$ cat src/rtl/seq_gen_serial_tx.sv
// Serial pattern transmitter: shifts an up-to-8-bit pattern MSB-of-length first, then G idle bits.
// Optional macro SEQ_GEN_PRBS_IDLE_EN replaces the constant-0 idle bit with a 7-bit LFSR (x^7+x^6+1).
module seq_gen_serial_tx #(
    parameter int PAT_W = 8
) (
    input  logic             clk,
    input  logic             rstn,
    input  logic [PAT_W-1:0] pat_in,
    input  logic [2:0]       len_in,
    input  logic [1:0]       gap_in,
    input  logic             valid_in,
    output logic             ready_out,
    output logic             out,
    output logic             out_valid,
    output logic             done
);

    typedef enum logic [1:0] {
        IDLE,
        SHIFT,
        GAP
    } state_t;

    state_t           state, state_nxt;
    logic [PAT_W-1:0] pat_q, pat_nxt;
    logic [2:0]       bcnt_q, bcnt_nxt;
    logic [1:0]       gcnt_q, gcnt_nxt;
    logic [1:0]       gap_q, gap_nxt;
    logic             out_nxt, ov_nxt, done_nxt;
    logic             idle_bit;
    logic [2:0]       len_m1;

    // len_in=0 encodes 8; the 3-bit wrap of len_in-1 gives 7 for that case.
    assign len_m1    = len_in - 3'd1;
    assign ready_out = (state == IDLE);

`ifdef SEQ_GEN_PRBS_IDLE_EN
    logic [6:0] lfsr;

    always_ff @(posedge clk) begin
        if (!rstn) begin
            lfsr <= 7'h7F;
        end else if (!out_valid) begin
            lfsr <= {lfsr[5:0], lfsr[6] ^ lfsr[5]};
        end
    end

    assign idle_bit = lfsr[6];
`else
    assign idle_bit = 1'b0;
`endif

    always_comb begin
        state_nxt = state;
        pat_nxt   = pat_q;
        bcnt_nxt  = bcnt_q;
        gcnt_nxt  = gcnt_q;
        gap_nxt   = gap_q;
        out_nxt   = idle_bit;
        ov_nxt    = 1'b0;
        done_nxt  = 1'b0;
        case (state)
            IDLE: begin
                if (valid_in) begin
                    pat_nxt   = pat_in;
                    gap_nxt   = gap_in;
                    bcnt_nxt  = len_m1;
                    out_nxt   = pat_in[len_m1];
                    ov_nxt    = 1'b1;
                    state_nxt = SHIFT;
                end
            end
            SHIFT: begin
                if (bcnt_q != 3'd0) begin
                    out_nxt  = pat_q[bcnt_q - 3'd1];
                    ov_nxt   = 1'b1;
                    bcnt_nxt = bcnt_q - 3'd1;
                end else if (gap_q == 2'd0) begin
                    state_nxt = IDLE;
                    done_nxt  = 1'b1;
                end else begin
                    state_nxt = GAP;
                    gcnt_nxt  = gap_q - 2'd1;
                end
            end
            GAP: begin
                if (gcnt_q == 2'd0) begin
                    state_nxt = IDLE;
                    done_nxt  = 1'b1;
                end else begin
                    gcnt_nxt = gcnt_q - 2'd1;
                end
            end
            default: state_nxt = IDLE;
        endcase
    end

    always_ff @(posedge clk) begin
        if (!rstn) begin
            state     <= IDLE;
            pat_q     <= '0;
            bcnt_q    <= '0;
            gcnt_q    <= '0;
            gap_q     <= '0;
            out       <= 1'b0;
            out_valid <= 1'b0;
            done      <= 1'b0;
        end else begin
            state     <= state_nxt;
            pat_q     <= pat_nxt;
            bcnt_q    <= bcnt_nxt;
            gcnt_q    <= gcnt_nxt;
            gap_q     <= gap_nxt;
            out       <= out_nxt;
            out_valid <= ov_nxt;
            done      <= done_nxt;
        end
    end

endmodule

$ cat config.mk
export PLATFORM = sky130hd
export DESIGN_NAME = seq_gen_serial_tx
export DESIGN_NICKNAME = d
export VERILOG_FILES = /design/src/rtl/seq_gen_serial_tx.sv
export SDC_FILE = /design/constraint.sdc
export NUM_CORES = 1
export LEC_CHECK = 0
export ABC_AREA = 1
export BUFFER_PORTS_ARGS = -buffer_cell sky130_fd_sc_hd__buf_2
export CORE_UTILIZATION = 25
export CTS_CLUSTER_SIZE = 12
export DETAILED_ROUTE_END_ITERATION = 7
export PLACE_DENSITY_LB_ADDON = 0.05
export SLEW_MARGIN = 20
export SYNTH_ARGS = -nofsm -noshare
export SYNTH_HDL_FRONTEND = slang
export SYNTH_SLANG_ARGS = --single-unit
$ cat constraint.sdc
create_clock -name clk -period 1.5 [get_ports clk]
set_clock_uncertainty 0.1 [all_clocks]
set_input_delay 0.3 -clock clk [delete_from_list [all_inputs] [get_ports clk]]
set_output_delay 0.3 -clock clk [all_outputs]
set_load 0.01 [all_outputs]
# Word-level counts from Yosys, hierarchy flattened
# Index checks and enable logic that the tools add are counted.
word_totals:
  out_inout_bits: 4
  input_bits: 16
  elab_cells: 58
  reg_bits: 20
classes:
  order_cmp: 2
  eq_ne: 8
  n_reduce_logical: 10
  add_sub_neg: 4
  muxes: 26
op_table:
  columns: ["cell", "count"]
  rows:
  - ["$mux W2", 7]
  - ["$ne A2 B2 Y1 const B", 6]
  - ["$mux W1", 9]
  - ["$lt A3 B4 Y1 const B", 2]
  - ["$bmux W1 S3", 2]
  - ["$logic_not A2 Y1", 3]
  - ["$mux W3", 2]
  - ["$pmux W1 S2", 3]
  - ["$pmux W2 S3", 1]
  - ["$pmux W3 S2", 1]
  - ["$reduce_and A3 Y1", 2]
  - ["$sub A3 B1 Y3 const B", 2]
  - ["$pmux W2 S2", 1]
  - ["$reduce_and A4 Y1", 1]
  - ["$reduce_bool A2 Y1", 2]
  - ["$sub A2 B1 Y2 const B", 2]
  - ["$reduce_bool A3 Y1", 1]
  - ["$eq A2 B1 Y1 const B", 1]
  - ["$eq A2 B2 Y1 const B", 1]
  - ["$reduce_and A2 Y1", 1]

# Logic depth before layout (Yosys ltp)
logic_depth:
  ltp_word: 5
  ltp_mapped: 10
  ltp_nobuf: 10

# Least setup slack after synthesis
# No wires, ideal clock.
synth_timing:
  path_kind: "register to register"
  start: "register state[0]"
  end: "register bcnt_q[0]"
  t_required_ns: 1.284
  slack_ns: 0.107
  period_less_slack_ns: 1.393
  arrival_ns: 1.178
  path_stages_with_launch: 9
  setup_time_ns: 0.116
  path_buffers: 0
  path_cell_list: "dfxtp_1 -> inv_1 -> ha_1 -> nand2_1 -> o21ai_2 -> a21oi_2 -> inv_1 -> nor2_1 -> nor2_1"
synth_between:
  elab_chain_cells: 3
  elab_cells_between_ends: 7
  cone_classes: "eq/ne (3); mux (1); reduce/logical (3)"
synth_lines:
  columns: ["item", "line", "source"]
  rows:
  - ["start, declared", "24", "state_t state, state_nxt;"]
  - ["start signal, assigned", "109", "state <= state_nxt;"]
  - ["$logic_not A2 Y1 *", null, null]
  - ["net ready_out", "12", "output logic ready_out,"]
  - ["$ne A2 B2 Y1 (no line) / $reduce_bool A2 Y1 (equally long branches)", null, null]
  - ["$reduce_and A3 Y1 (no line)", null, null]
  - ["end signal, assigned", "111", "bcnt_q <= bcnt_nxt;"]
  - ["end, declared", "26", "logic [2:0] bcnt_q, bcnt_nxt;"]
# The timed path passes the listed nets; every way through them passes the cells marked *.
# A chain may end at the register's enable or synchronous reset.

# Worst setup path in the final report
layout_timing:
  start: "register state[1]"
  end: "output port ready_out"
layout_between:
  elab_chain_cells: 1
layout_lines:
  columns: ["item", "line", "source"]
  rows:
  - ["$logic_not A2 Y1", "35", "assign ready_out = (state == IDLE);"]
  - ["end, declared", "12", null]
# Every way passes these cells.

==> results.py <==
metrics = {
    "timing": {
        "period_needed_ns": 1.44,
        "worst_pin_slew_ns": 0.304,
        "setup_viol": 0,
        "hold_viol_final": 0,
        "setup_ws_ns": 0.0620,
        "whs_ns": 0.210,
        "slew_violations": 0,
        "fmax_mhz": 695,
        "fin_tns_setup_ns": 0,
        "finalCritPeriodShare_pct": 95.9,
        "slew_headroom_pct": 79.7,
    },
    "worst_setup_path": {
        "end_kind": "output pin",
        "required_ns": 1.10,
        "cp_num_buf_inv": 2,
        "cp_slowest_stage_delay_ns": 0.32,
        "cpMaxStageDelayCell": "dfxtp_1",
        "crit_type": "reg -> out",
        "crit_fanout": 4,
        "cp.arrival_ns": 1.04,
        "crit_chain": "inv_1 -> ha_2 -> buf_2",
        "cpLargestDelayFamily": "flip-flops",
        "critPathLaunchType": "flip-flop",
    },
    "layout": {
        "final_nets": 218,
        "nFillCells": 494,
        "syn_to_final_growth_pct": 22.3,
        "drive_gt1_share_pct": 24.2,
        "stdcell_area_mm2": 0.00143,
        "diodes": 0,
    },
    "placed_design": {
        "dp_hpwl_mm": 2.23,
        "place_area_mm2": 0.00136,
        "gp_congestion": 0.764,
        "port_buffers": 19,
        "preCtsSetupSlack_ns": 0.00444,
    },
    "clock_network": {
        "root_buffer": "clkbuf_8",
        "cts_buffers": 3,
        "holdBufCountCts": 0,
        "cts.sinks": 20,
        "htreeDepth": 1,
        "clk_pin_slew_ns": 0.08,
        "tritoncts": "yes",
        "clk_latency_ns": 0.26,
        "cts_buffer_depth": 2,
    },
    "routing": {
        "drt_wl_total_mm": 2.83,
        "viasPerCell": 4.39,
        "drtAntennaViolNets": 0,
        "detail_route.wl_per_cell_um": 11.5,
        "vias": 1080,
        "first_iter_violations": 46,
        "firstDrtPassIters": 4,
        "drc_errors": 0,
    },
    "global_route": {
        "first_global_vias": 1010,
        "overflow": 0,
        "grt_pass1_wl_mm": 4.68,
        "grt_max_degree": 18,
        "grt_usage_pct": 11.9,
        "grt_antenna_before_repair": 0,
    },
    "synth": {
        "yosys-top-cells-area": "dfxtp_1 34%, nand2_1 9.6%, inv_1 9.3%",
        "syn_area_mm2": 0.00117,
        "ys_types": 24,
        "synthTopCellsByCount": "30 x nand2_1, 29 x inv_1, 20 x dfxtp_1",
        "synth_area_leader_cell": "dfxtp_1",
        "synth_top_cell_area_share_pct": 34.3,
        "synth_edf_count": 0,
        "synth_flop_cell": "dfxtp_1",
        "synthCells": 168,
        "avgSynthCellArea_um2": 6.95,
        "synth-seq-cells": 20,
        "syn_nets": 190,
        "seq_area_frac_synth_pct": 34.3,
        "ys_warn_count": 0,
        "post-synth-top-count-cell": "nand2_1",
        "synthArstFlopShare_pct": 0,
    },
    "power_and_ir_drop": {
        "ir_drop_uv": 510,
        "switching_share_pct": 41.7,
        "p_int_uw": 1330,
        "power.leakage_uw": 0.000682,
        "p_clk_share_pct": 15.9,
        "power_uw": 2280,
        "pwr-share-comb_pct": 51.5,
        "p_switching_uw": 950,
        "powerDensity_mw_per_mm2": 1600,
        "seqPwrFrac_pct": 32.6,
    },
    "hold_path": {
        "hold_path.class": "in -> reg",
    },
    "die": {
        "start_util_pct": 26.4,
        "rows": 24,
        "die-width_um": 70.3,
        "dieArea_mm2": 0.00495,
        "io_pins": 20,
        "die_h_um": 70.3,
        "core_mm2": 0.00441,
    },
    "outcome": {
        "status": "complete, no violations",
    },
    "flow_run": {
        "cap_violations": 0,
    },
}
## state kept, by name (all words and copies together) (netlist names)
| signal | count |
|---|---|
| bcnt_q | 3 |
| gcnt_q | 2 |
| pat_q | 8 |
| out | 1 |
| state | 2 |
| done | 1 |
| gap_q | 2 |
| out_valid | 1 |
## power by group through the flow
stage / sequential (uW) / clock, uW / combinational (uW)
final: 743 / 363 / 1170
after global routing: 760 / 407 / 1320
after CTS: 737 / 379 / 1130
after detailed placement: 748 / 0 / 1120
after global placement: 749 / 0 / 1120
after floorplan: 751 / 0 / 808
## worst register-to-register path: stages (launching register included)
cell and delay (ns):
dfxtp_1 0.35, inv_2 0.06, ha_1 0.35, inv_2 0.09, nand3_1 0.08, nand3_1 0.07, nand3b_1 0.10, a21oi_2 0.14
## logic make-up after synthesis
kind of cell / after synthesis / share of synthesized area [%]
adder cells (fa/ha/maj): 6 / 6.43
buffers and inverters: 36 / 13.0
flip-flops: 20 / 34.3
AO/OA/AOI/OAI: 37 / 17.1
XOR/XNOR: 5 / 3.75
AND/OR/NAND/NOR: 64 / 25.4
## cell usage in the layout, fill, tap and decap left out
cell,Yosys,routed
dfxtp_2,0,1
nor2_4,0,1
a21oi_2,1,2
o21ai_2,3,3
a21oi_1,16,15
nand3b_1,2,2
inv_1,29,28
buf_4,0,7
nand2_1,30,30
dfxtp_1,20,19
nand4_1,1,1
ha_1,6,3
or2_0,1,1
xor2_1,2,2
buf_12,0,1
nor2_1,10,10
clkbuf_8,0,3
o21ai_1,12,12
inv_2,3,4
o21ai_0,5,5
nand3_1,15,15
nand3_2,2,2
and3_1,1,1
xnor2_1,3,3
buf_2,1,19
ha_2,0,3
nand2_4,1,1
## layout make-up
cell class	instances	area [um2]	area share (%)
Clock buffer	3	41.3	2.89
Inverter	32	120	8.41
Multi-Input combinational cell	112	632	44.3
Sequential cell	20	402	28.1
Tap cell	52	65.1	4.56
Timing Repair Buffer	27	168	11.7
## worst paths after layout
path / startpoint / cells past startpoint / slack [ns] / to
worst min register to register: pat_q[6] / 2 / 0.37 / pat_q[6]
worst max register to register: bcnt_q[0] / 7 / 0.09 / out
worst min-delay path: gap_in[1] / 3 / 0.21 / gap_q[1]
worst max-delay path: state[1] / 3 / 0.06 / ready_out
## metal layers
metal / vias to the layer above / GRT usage (%) / wire length (um)
met3: 2 / 2.74 / 120
met2: 12 / 17.4 / 1120
li1: 589 / - / -
met1: 477 / 17.2 / 1560
met4: 0 / 3.33 / 20
met5: - / 0 / 0
## repair_timing
action | in CTS | in global routing
buffers inserted | 0 | 1
resized for setup | 0 | 7
endpoints found under the setup margin | 0 | 11
## metrics by stage
stage,cells,util [%]
after floorplan,168,-
after global placement,242,30.8
after CTS,245,31.8
final,246,32.3
after detailed placement,242,30.8
after global routing,246,32.3
No activity file was read; power rests on OpenSTA's default activity.
